===== config.mk =====
export PLATFORM = sky130hd
export DESIGN_NAME = gbt_link_monitor
export DESIGN_NICKNAME = d
export VERILOG_FILES = /design/src/rtl/gbt_link_monitor.sv
export SDC_FILE = /design/constraint.sdc
export NUM_CORES = 1
export LEC_CHECK = 0
export ABC_AREA = 1
export ABC_CLOCK_PERIOD_IN_PS = 2050
export CORE_MARGIN = 2
export CORE_UTILIZATION = 48
export DETAILED_ROUTE_END_ITERATION = 6
export GPL_TIMING_DRIVEN = 0
export PLACE_DENSITY = 0.72
export SLEW_MARGIN = 10
export SYNTH_ARGS = -nofsm -noshare
export SYNTH_HDL_FRONTEND = slang
export SYNTH_SLANG_ARGS = --single-unit

===== constraint.sdc =====
create_clock -name clock_i -period 2.05 [get_ports clock_i]
set_input_delay 0.205 -clock clock_i [delete_from_list [all_inputs] [get_ports clock_i]]
set_output_delay 0.205 -clock clock_i [all_outputs]
set_load 0.01 [all_outputs]

===== src/rtl/gbt_link_monitor.sv =====
// Link qualifier: debounces GBT link status and MMCM lock into a single link-good level,
// emits up/lost strobes, and keeps saturating loss/glitch counters for slow control.
module gbt_link_monitor #(
    parameter int SETTLE_CNT_MAX = 2**12-1,
    parameter int DROP_TOLERANCE = 2,
    parameter int CNT_BITS       = 16
) (
    input  logic                clock_i,
    input  logic                reset_i,
    input  logic                mmcms_locked_i,
    input  logic                gbt_rxready_i,
    input  logic                gbt_rxvalid_i,
    input  logic                gbt_txready_i,
    input  logic                cnt_clear_i,
    output logic                link_good_o,
    output logic                link_up_o,
    output logic                link_lost_o,
    output logic [1:0]          link_state_o,
    output logic [CNT_BITS-1:0] unlock_cnt_o,
    output logic [CNT_BITS-1:0] glitch_cnt_o
);

    localparam int SETTLE_W = (SETTLE_CNT_MAX > 0) ? $clog2(SETTLE_CNT_MAX + 1) : 1;
    localparam int BAD_W    = (DROP_TOLERANCE > 0) ? $clog2(DROP_TOLERANCE + 1) : 1;

    localparam logic [SETTLE_W-1:0] SETTLE_LAST = SETTLE_W'(SETTLE_CNT_MAX);
    localparam logic [BAD_W-1:0]    BAD_LAST    = BAD_W'(DROP_TOLERANCE);

    typedef enum logic [1:0] {
        ST_DOWN   = 2'd0,
        ST_SETTLE = 2'd1,
        ST_UP     = 2'd2,
        ST_GRACE  = 2'd3
    } state_t;

    state_t              state_q, state_d;
    logic [SETTLE_W-1:0] settle_cnt_q, settle_cnt_d;
    logic [BAD_W-1:0]    bad_cnt_q, bad_cnt_d;
    logic [CNT_BITS-1:0] unlock_cnt_q, unlock_cnt_d;
    logic [CNT_BITS-1:0] glitch_cnt_q, glitch_cnt_d;
    logic                link_good_q, link_good_d;
    logic                link_up_q, link_up_d;
    logic                link_lost_q, link_lost_d;

    logic good;
    logic glitch_evt;

    function automatic logic [CNT_BITS-1:0] sat_inc(input logic [CNT_BITS-1:0] v);
        return (&v) ? v : v + CNT_BITS'(1);
    endfunction

    assign good = mmcms_locked_i & gbt_rxready_i & gbt_rxvalid_i & gbt_txready_i;

    always_comb begin
        state_d      = state_q;
        settle_cnt_d = settle_cnt_q;
        bad_cnt_d    = bad_cnt_q;
        link_up_d    = 1'b0;
        link_lost_d  = 1'b0;
        glitch_evt   = 1'b0;

        case (state_q)
            ST_DOWN: begin
                if (good) begin
                    state_d      = ST_SETTLE;
                    settle_cnt_d = '0;
                end
            end
            ST_SETTLE: begin
                if (!good) begin
                    state_d = ST_DOWN;
                end else if (settle_cnt_q == SETTLE_LAST) begin
                    state_d   = ST_UP;
                    link_up_d = 1'b1;
                end else begin
                    settle_cnt_d = settle_cnt_q + SETTLE_W'(1);
                end
            end
            ST_UP: begin
                if (!good) begin
                    // Losing the MMCM lock bypasses the grace window entirely.
                    if (DROP_TOLERANCE == 0 || !mmcms_locked_i) begin
                        state_d     = ST_DOWN;
                        link_lost_d = 1'b1;
                    end else begin
                        state_d   = ST_GRACE;
                        bad_cnt_d = BAD_W'(1);
                    end
                end
            end
            ST_GRACE: begin
                if (good) begin
                    state_d    = ST_UP;
                    glitch_evt = 1'b1;
                end else if (!mmcms_locked_i || bad_cnt_q >= BAD_LAST) begin
                    state_d     = ST_DOWN;
                    link_lost_d = 1'b1;
                end else begin
                    bad_cnt_d = bad_cnt_q + BAD_W'(1);
                end
            end
            default: begin
                state_d = ST_DOWN;
            end
        endcase

        link_good_d = (state_d == ST_UP) || (state_d == ST_GRACE);

        // A clear strobe takes priority over any increment on the same edge.
        unlock_cnt_d = unlock_cnt_q;
        glitch_cnt_d = glitch_cnt_q;
        if (cnt_clear_i) begin
            unlock_cnt_d = '0;
            glitch_cnt_d = '0;
        end else begin
            if (link_lost_d) unlock_cnt_d = sat_inc(unlock_cnt_q);
            if (glitch_evt)  glitch_cnt_d = sat_inc(glitch_cnt_q);
        end
    end

    always_ff @(posedge clock_i) begin
        if (reset_i) begin
            state_q      <= ST_DOWN;
            settle_cnt_q <= '0;
            bad_cnt_q    <= '0;
            unlock_cnt_q <= '0;
            glitch_cnt_q <= '0;
            link_good_q  <= 1'b0;
            link_up_q    <= 1'b0;
            link_lost_q  <= 1'b0;
        end else begin
            state_q      <= state_d;
            settle_cnt_q <= settle_cnt_d;
            bad_cnt_q    <= bad_cnt_d;
            unlock_cnt_q <= unlock_cnt_d;
            glitch_cnt_q <= glitch_cnt_d;
            link_good_q  <= link_good_d;
            link_up_q    <= link_up_d;
            link_lost_q  <= link_lost_d;
        end
    end

    assign link_good_o  = link_good_q;
    assign link_up_o    = link_up_q;
    assign link_lost_o  = link_lost_q;
    assign link_state_o = state_q;
    assign unlock_cnt_o = unlock_cnt_q;
    assign glitch_cnt_o = glitch_cnt_q;

    // Strobes are exclusive single-cycle pulses; link-good tracks the UP/GRACE half of the encoding.
    a_strobe_excl: assert property (@(posedge clock_i) disable iff (reset_i)
        !(link_up_q && link_lost_q));
    a_up_single: assert property (@(posedge clock_i) disable iff (reset_i)
        link_up_q |=> !link_up_q);
    a_lost_single: assert property (@(posedge clock_i) disable iff (reset_i)
        link_lost_q |=> !link_lost_q);
    a_good_state: assert property (@(posedge clock_i) disable iff (reset_i)
        link_good_q == state_q[1]);

endmodule

==> Word-level counts from Yosys, hierarchy flattened <==
Index checks and enable logic that the tools add are counted.
{ "totals": {"n_memories": 0, "rom_bits": 0, "word_cells": 72, "mem_bits_rw": 0, "input_bits": 7, "latch_bits": 0, "regBits": 51, "out_inout_bits": 37} }
{ "classes": {"reduce_logical": 14, "eq_ne": 13, "bitwise_logic": 7, "n_addsub": 4, "n_shift": 0, "muxes": 25, "mul": 0, "n_div": 0, "n_lt_le_gt_ge": 1} }
{ "op_table": {"columns": ["cell", "count"], "rows": [
  ["$mux 12", 3],
  ["$add 16x1->16 const B", 2],
  ["$reduce_and 16->1", 2],
  ["$pmux 12 s2", 1],
  ["$mux 2", 11],
  ["$ne 2x2->1 const B", 7],
  ["$add 12x1->12 const B", 1],
  ["$eq 12x12->1 const B", 1],
  ["$eq 2x2->1 const B", 4],
  ["$pmux 2 s4", 1],
  ["$mux 1", 7],
  ["$reduce_and 5->1", 1],
  ["$not 1->1", 4],
  ["$pmux 2 s2", 1],
  ["$reduce_and 2->1", 2],
  ["$reduce_and 4->1", 1],
  ["$reduce_bool 2->1", 2],
  ["$and 1x1->1", 3],
  ["$reduce_or 3->1", 1],
  ["$add 2x1->2 const B", 1],
  ["$eq 2x1->1 const B", 1],
  ["$ge 2x2->1 const B", 1],
  ["$logic_not 2->1", 1],
  ["$logic_or 1x1->1", 2],
  ["other kinds (3)", 3]
]} }

==> Logic depth before layout (Yosys ltp) <==
{ "logic_depth": {"word_depth": 7, "mapped_depth": 11, "depth_no_buf": 11} }

==> Worst setup path after synthesis <==
OpenSTA, ideal clock, no wires.
{ "synth_timing": {"path_type": "reg2reg", "startpoint": "register glitch_cnt_q[0] (netlist: glitch_cnt_o[0])", "endpoint": "register glitch_cnt_q[5] (netlist: glitch_cnt_o[5])", "period_less_slack_ns": 1.638, "slack_ns": 0.412, "path_buffers": 1, "stages_incl_launch_ff": 10, "arrival_ns": 1.501, "required_time_ns": 1.913, "cell_sequence": "dfxtp_1 -> ha_1 -> nand3_1 -> inv_1 -> nand2_1 -> o21ai_2 -> inv_2 -> buf_6 -> nand2_1 -> a21oi_1"} }
{ "synth_via": {"elab_chain_len": 3, "word_cells_on_any_way": 4} }
{ "synth_lines": {"columns": ["item", "line_no", "rtl"], "rows": [
  ["start, declared", "40", "logic [CNT_BITS-1:0] glitch_cnt_q, glitch_cnt_d;"],
  ["start signal, assigned", "136", "glitch_cnt_q <= glitch_cnt_d;"],
  ["parallel branches: the longest is 3 deep, another holds $add 16x1->16", null, null]
]} }
Several ways; the timed one is not identified.
A chain may end at the register's enable or synchronous reset.

==> Worst setup path in the final report <==
{ "layout_timing": {"startpoint": "register glitch_cnt_q[0] (netlist: glitch_cnt_o[0])", "endpoint": "register glitch_cnt_q[14] (netlist: glitch_cnt_o[14])"} }
Same word-level chain as after synthesis.

==> summary.txt <==
Outcome
  – Status: completed

Final layout
  – Final #Nets: 501
  – Final Core Density: 0.599
  – Multi-input logic area: 1670 um^2
  – Storage cell area: 1000 um^2
  – Share of cells above drive strength 1: 0.0733
  – Fillers: 561
  – # diodes: 0
  – Synth-to-layout area growth: 21.6%

Clocking
  – Worst-case clock buffer depth: 2
  – Resized Gates After CTS: 0
  – H-Tree Depth: 2
  – Total CTS buffers: 5
  – # Post-CTS Setup Buffers: 0
  – CTS clk-pin slew, worst paths: 0.09 ns
  – Clk Latency, worst-skew pair: 0.31 ns
  – Root buf cell: clkbuf_8
  – CTS tree: built
  – Hold-fix buffers, CTS: 0
  – Clk sinks: 50

Global routing
  – Vias in the first global route: 2585
  – Initial antenna violation count: 0
  – Largest net degree at the start of global routing: 17
  – Overflow after GRT: 0
  – Gr usage total: 0.217
  – First-pass GRT wire length: 11400 um

Yosys
  – Yosys warning count: 0
  – EDFF count, synth: 0
  – Register area share after synthesis: 0.348
  – Synth cell types: 27
  – Async SR Flop Fraction: 0
  – Top post-synthesis cells by count: 140 x nand2_1, 70 x nor2_1, 50 x dfxtp_1
  – Dominant synthesized flop cell: dfxtp_1
  – Avg Cell Area, Syn: 6.55 um^2
  – Post-synth top area share: 0.348
  – Mapped Cells: 440
  – #FFs+latches synth: 50
  – Post-Syn Area: 2880 um^2
  – Synthesized Nets: 451
  – Top-count cell post-synth: nand2_1
  – Cell type with the largest total area after synthesis: dfxtp_1
  – Top cells by area, synth: dfxtp_1 35%, nand2_1 18%, nor2_1 9.1%

Floorplanning
  – Die Span X: 81.5 um
  – Initial Util: 0.492
  – Die Area: 6640 um^2
  – Cell Rows: 28
  – Die Span Y: 81.5 um
  – Core box area: 5850 um^2
  – Ports: 44

Setup path
  – Critical path cell sequence: ha_1 -> nand3_1 -> inv_1 -> nand2_1 -> o21ai_4 -> inv_2 -> buf_6 -> nand2_1 -> a21oi_1
  – Reg2Reg Setup Slack: 0.25 ns
  – CP Max Fanout: 10
  – Reg2Reg Depth: 9
  – CP most frequent cell: nand2_1
  – Critical R2R Launch: glitch_cnt_o[0]
  – Worst endpoint required time: 2.23 ns
  – Worst path slowest cell: dfxtp_1
  – Worst setup EP type: flip-flop
  – R2R Path End: glitch_cnt_o[14]
  – CP Data Arrival Time: 1.98 ns
  – CP peak stage delay: 0.46 ns
  – Crit Path Class: flip-flop to flip-flop
  – Worst Setup Start Kind: flip-flop

Hold path
  – Hold WC Path Type: flip-flop to flip-flop
  – WHS Endpoint: bad_cnt_q[0]
  – Hold Startpoint: bad_cnt_q[0]
  – Hold depth: 2

Timing
  – Slew Limit Fails: 0
  – Max Freq: 555 MHz
  – Worst Skew: 0.00626 ns
  – Final Hold Fails: 0
  – Final worst path period share: 0.880
  – Final setup fails: 0
  – Min Clock Period, post-route: 1.80 ns
  – Least-Margin Pin Slew: 0.610 ns
  – Hold_ws: 0.497 ns
  – RSZ-0062 raised after global routing: no
  – Slew HR: 0.592

Pwr
  – Worst IR Drop VDD: 0.000275 V
  – Power Dens Cells: 463 nW/um^2
  – Leakage power figure: 1.28 nW

Place
  – Post-DP HPWL: 5100 um
  – Gpl congestion: 0.888
  – Port bufs: 43

Flow run
  – Max_cap viols: 0

Routing
  – Detailed-route DRC error count: 0
  – Via Count: 2876
  – Iteration-0 DRC Markers: 115
  – DRT Pass-1 Iters: 4
  – WL per Instance: 12.1 um
  – Drt via density: 5.08
  – DRT antenna net count: 0
  – Final wirelength: 6830 um
-- how the worst max path moves through the flow --
stage,from,to,slack [ns],depth (start not counted)
final,glitch_cnt_o[0],glitch_cnt_o[14],0.25,9
after global routing,glitch_cnt_o[0],glitch_cnt_o[5],0.05,9
after CTS,glitch_cnt_o[0],glitch_cnt_o[14],0.17,9
after detailed placement,reset_i,glitch_cnt_o[5],-0.01,5
after global placement,reset_i,glitch_cnt_o[6],0.02,5
after floorplan,glitch_cnt_o[0],glitch_cnt_o[5],0.41,9
-- where the power goes --
part / internal, mW / leakage, nW / switching (mW)
logic: 0.0187 / 0.833 / 0.0359
registers: 0.972 / 0.403 / 0.00170
clock network: 0.241 / 0.0441 / 0.352
total: 1.23 / 1.28 / 0.390
-- placed cells by master (no fill, tap or decap) --
cell	instances
clkinvlp_4	1
o21ai_4	1
clkbuf_1	3
clkinv_4	1
a31oi_1	1
a21oi_2	4
clkinv_2	1
nor3_1	5
nand3_1	28
nor2_2	3
nand4_2	1
nand4_4	1
nand2_2	1
o21ai_0	13
nand2_4	4
ha_1	4
a21oi_1	31
buf_6	4
xnor2_1	11
inv_1	39
nor2_4	1
nor2_1	70
nand3_2	3
nand2_1	140
nand4_1	9
xor2_1	8
inv_2	3
clkbuf_8	5
clkdlybuf4s50_1	43
dfxtp_1	50
buf_4	1
nor3_4	1
-- state kept, by name (all words and copies together) (netlist names) --
name	count
glitch_cnt_o	16
settle_cnt_q	12
unlock_cnt_o	16
link_state_o	1
link_good_o	1
bad_cnt_q	2
link_lost_o	1
link_up_o	1
-- routing by layer --
layer	GRT usage	wire, um
met1	0.280	3300
met2	0.380	3270
met3	0.0363	206
met4	0.0475	57
met5	0	0
-- stage by stage --
| stage | std cells | setup slack [ns] | area (um^2) | setup TNS [ns] | total power [mW] |
|---|---|---|---|---|---|
| floorplan | 440 | 0.412 | 2880 | 0 | 1.02 |
| global placement | 558 | 0.0164 | 3400 | 0 | 1.05 |
| detailed placement | 558 | -0.0141 | 3400 | -0.0424 | 1.05 |
| CTS | 566 | 0.168 | 3490 | 0 | 1.63 |
| global route | 566 | 0.0451 | 3500 | 0 | 1.68 |
| finish | 566 | 0.247 | 3500 | 0 | 1.62 |
-- worst max-delay path, delay by kind of cell, from the launching register on --
kind | cells | cell delay [ns]
DFF | 1 | 0.46
buffers and inverters | 3 | 0.32
AOI/OAI and AO/OA | 2 | 0.32
and+or+nand+nor | 3 | 0.30
adders and majority gates | 1 | 0.27
-- kinds of logic (layout without fill, tap and decap cells) --
logic type	count (synthesis)	count (layout)	synth area share
xor+xnor	19	19	0.0578
fa+ha+maj	4	4	0.0174
simple gates	267	267	0.407
flops	50	50	0.348
buf+inv	50	101	0.0769
compound gates	50	50	0.0938
-- layout make-up --
cell class / instances / area share
repair buffers: 43 / 0.123
flip-flops and latches: 50 / 0.286
plain buffers: 8 / 0.0182
inverters: 42 / 0.0450
well taps: 75 / 0.0268
multi-input cells: 340 / 0.476
clock buffers: 5 / 0.0196
clock inverters: 3 / 0.00607
Note: power is estimated with default switching activity, not from simulation.
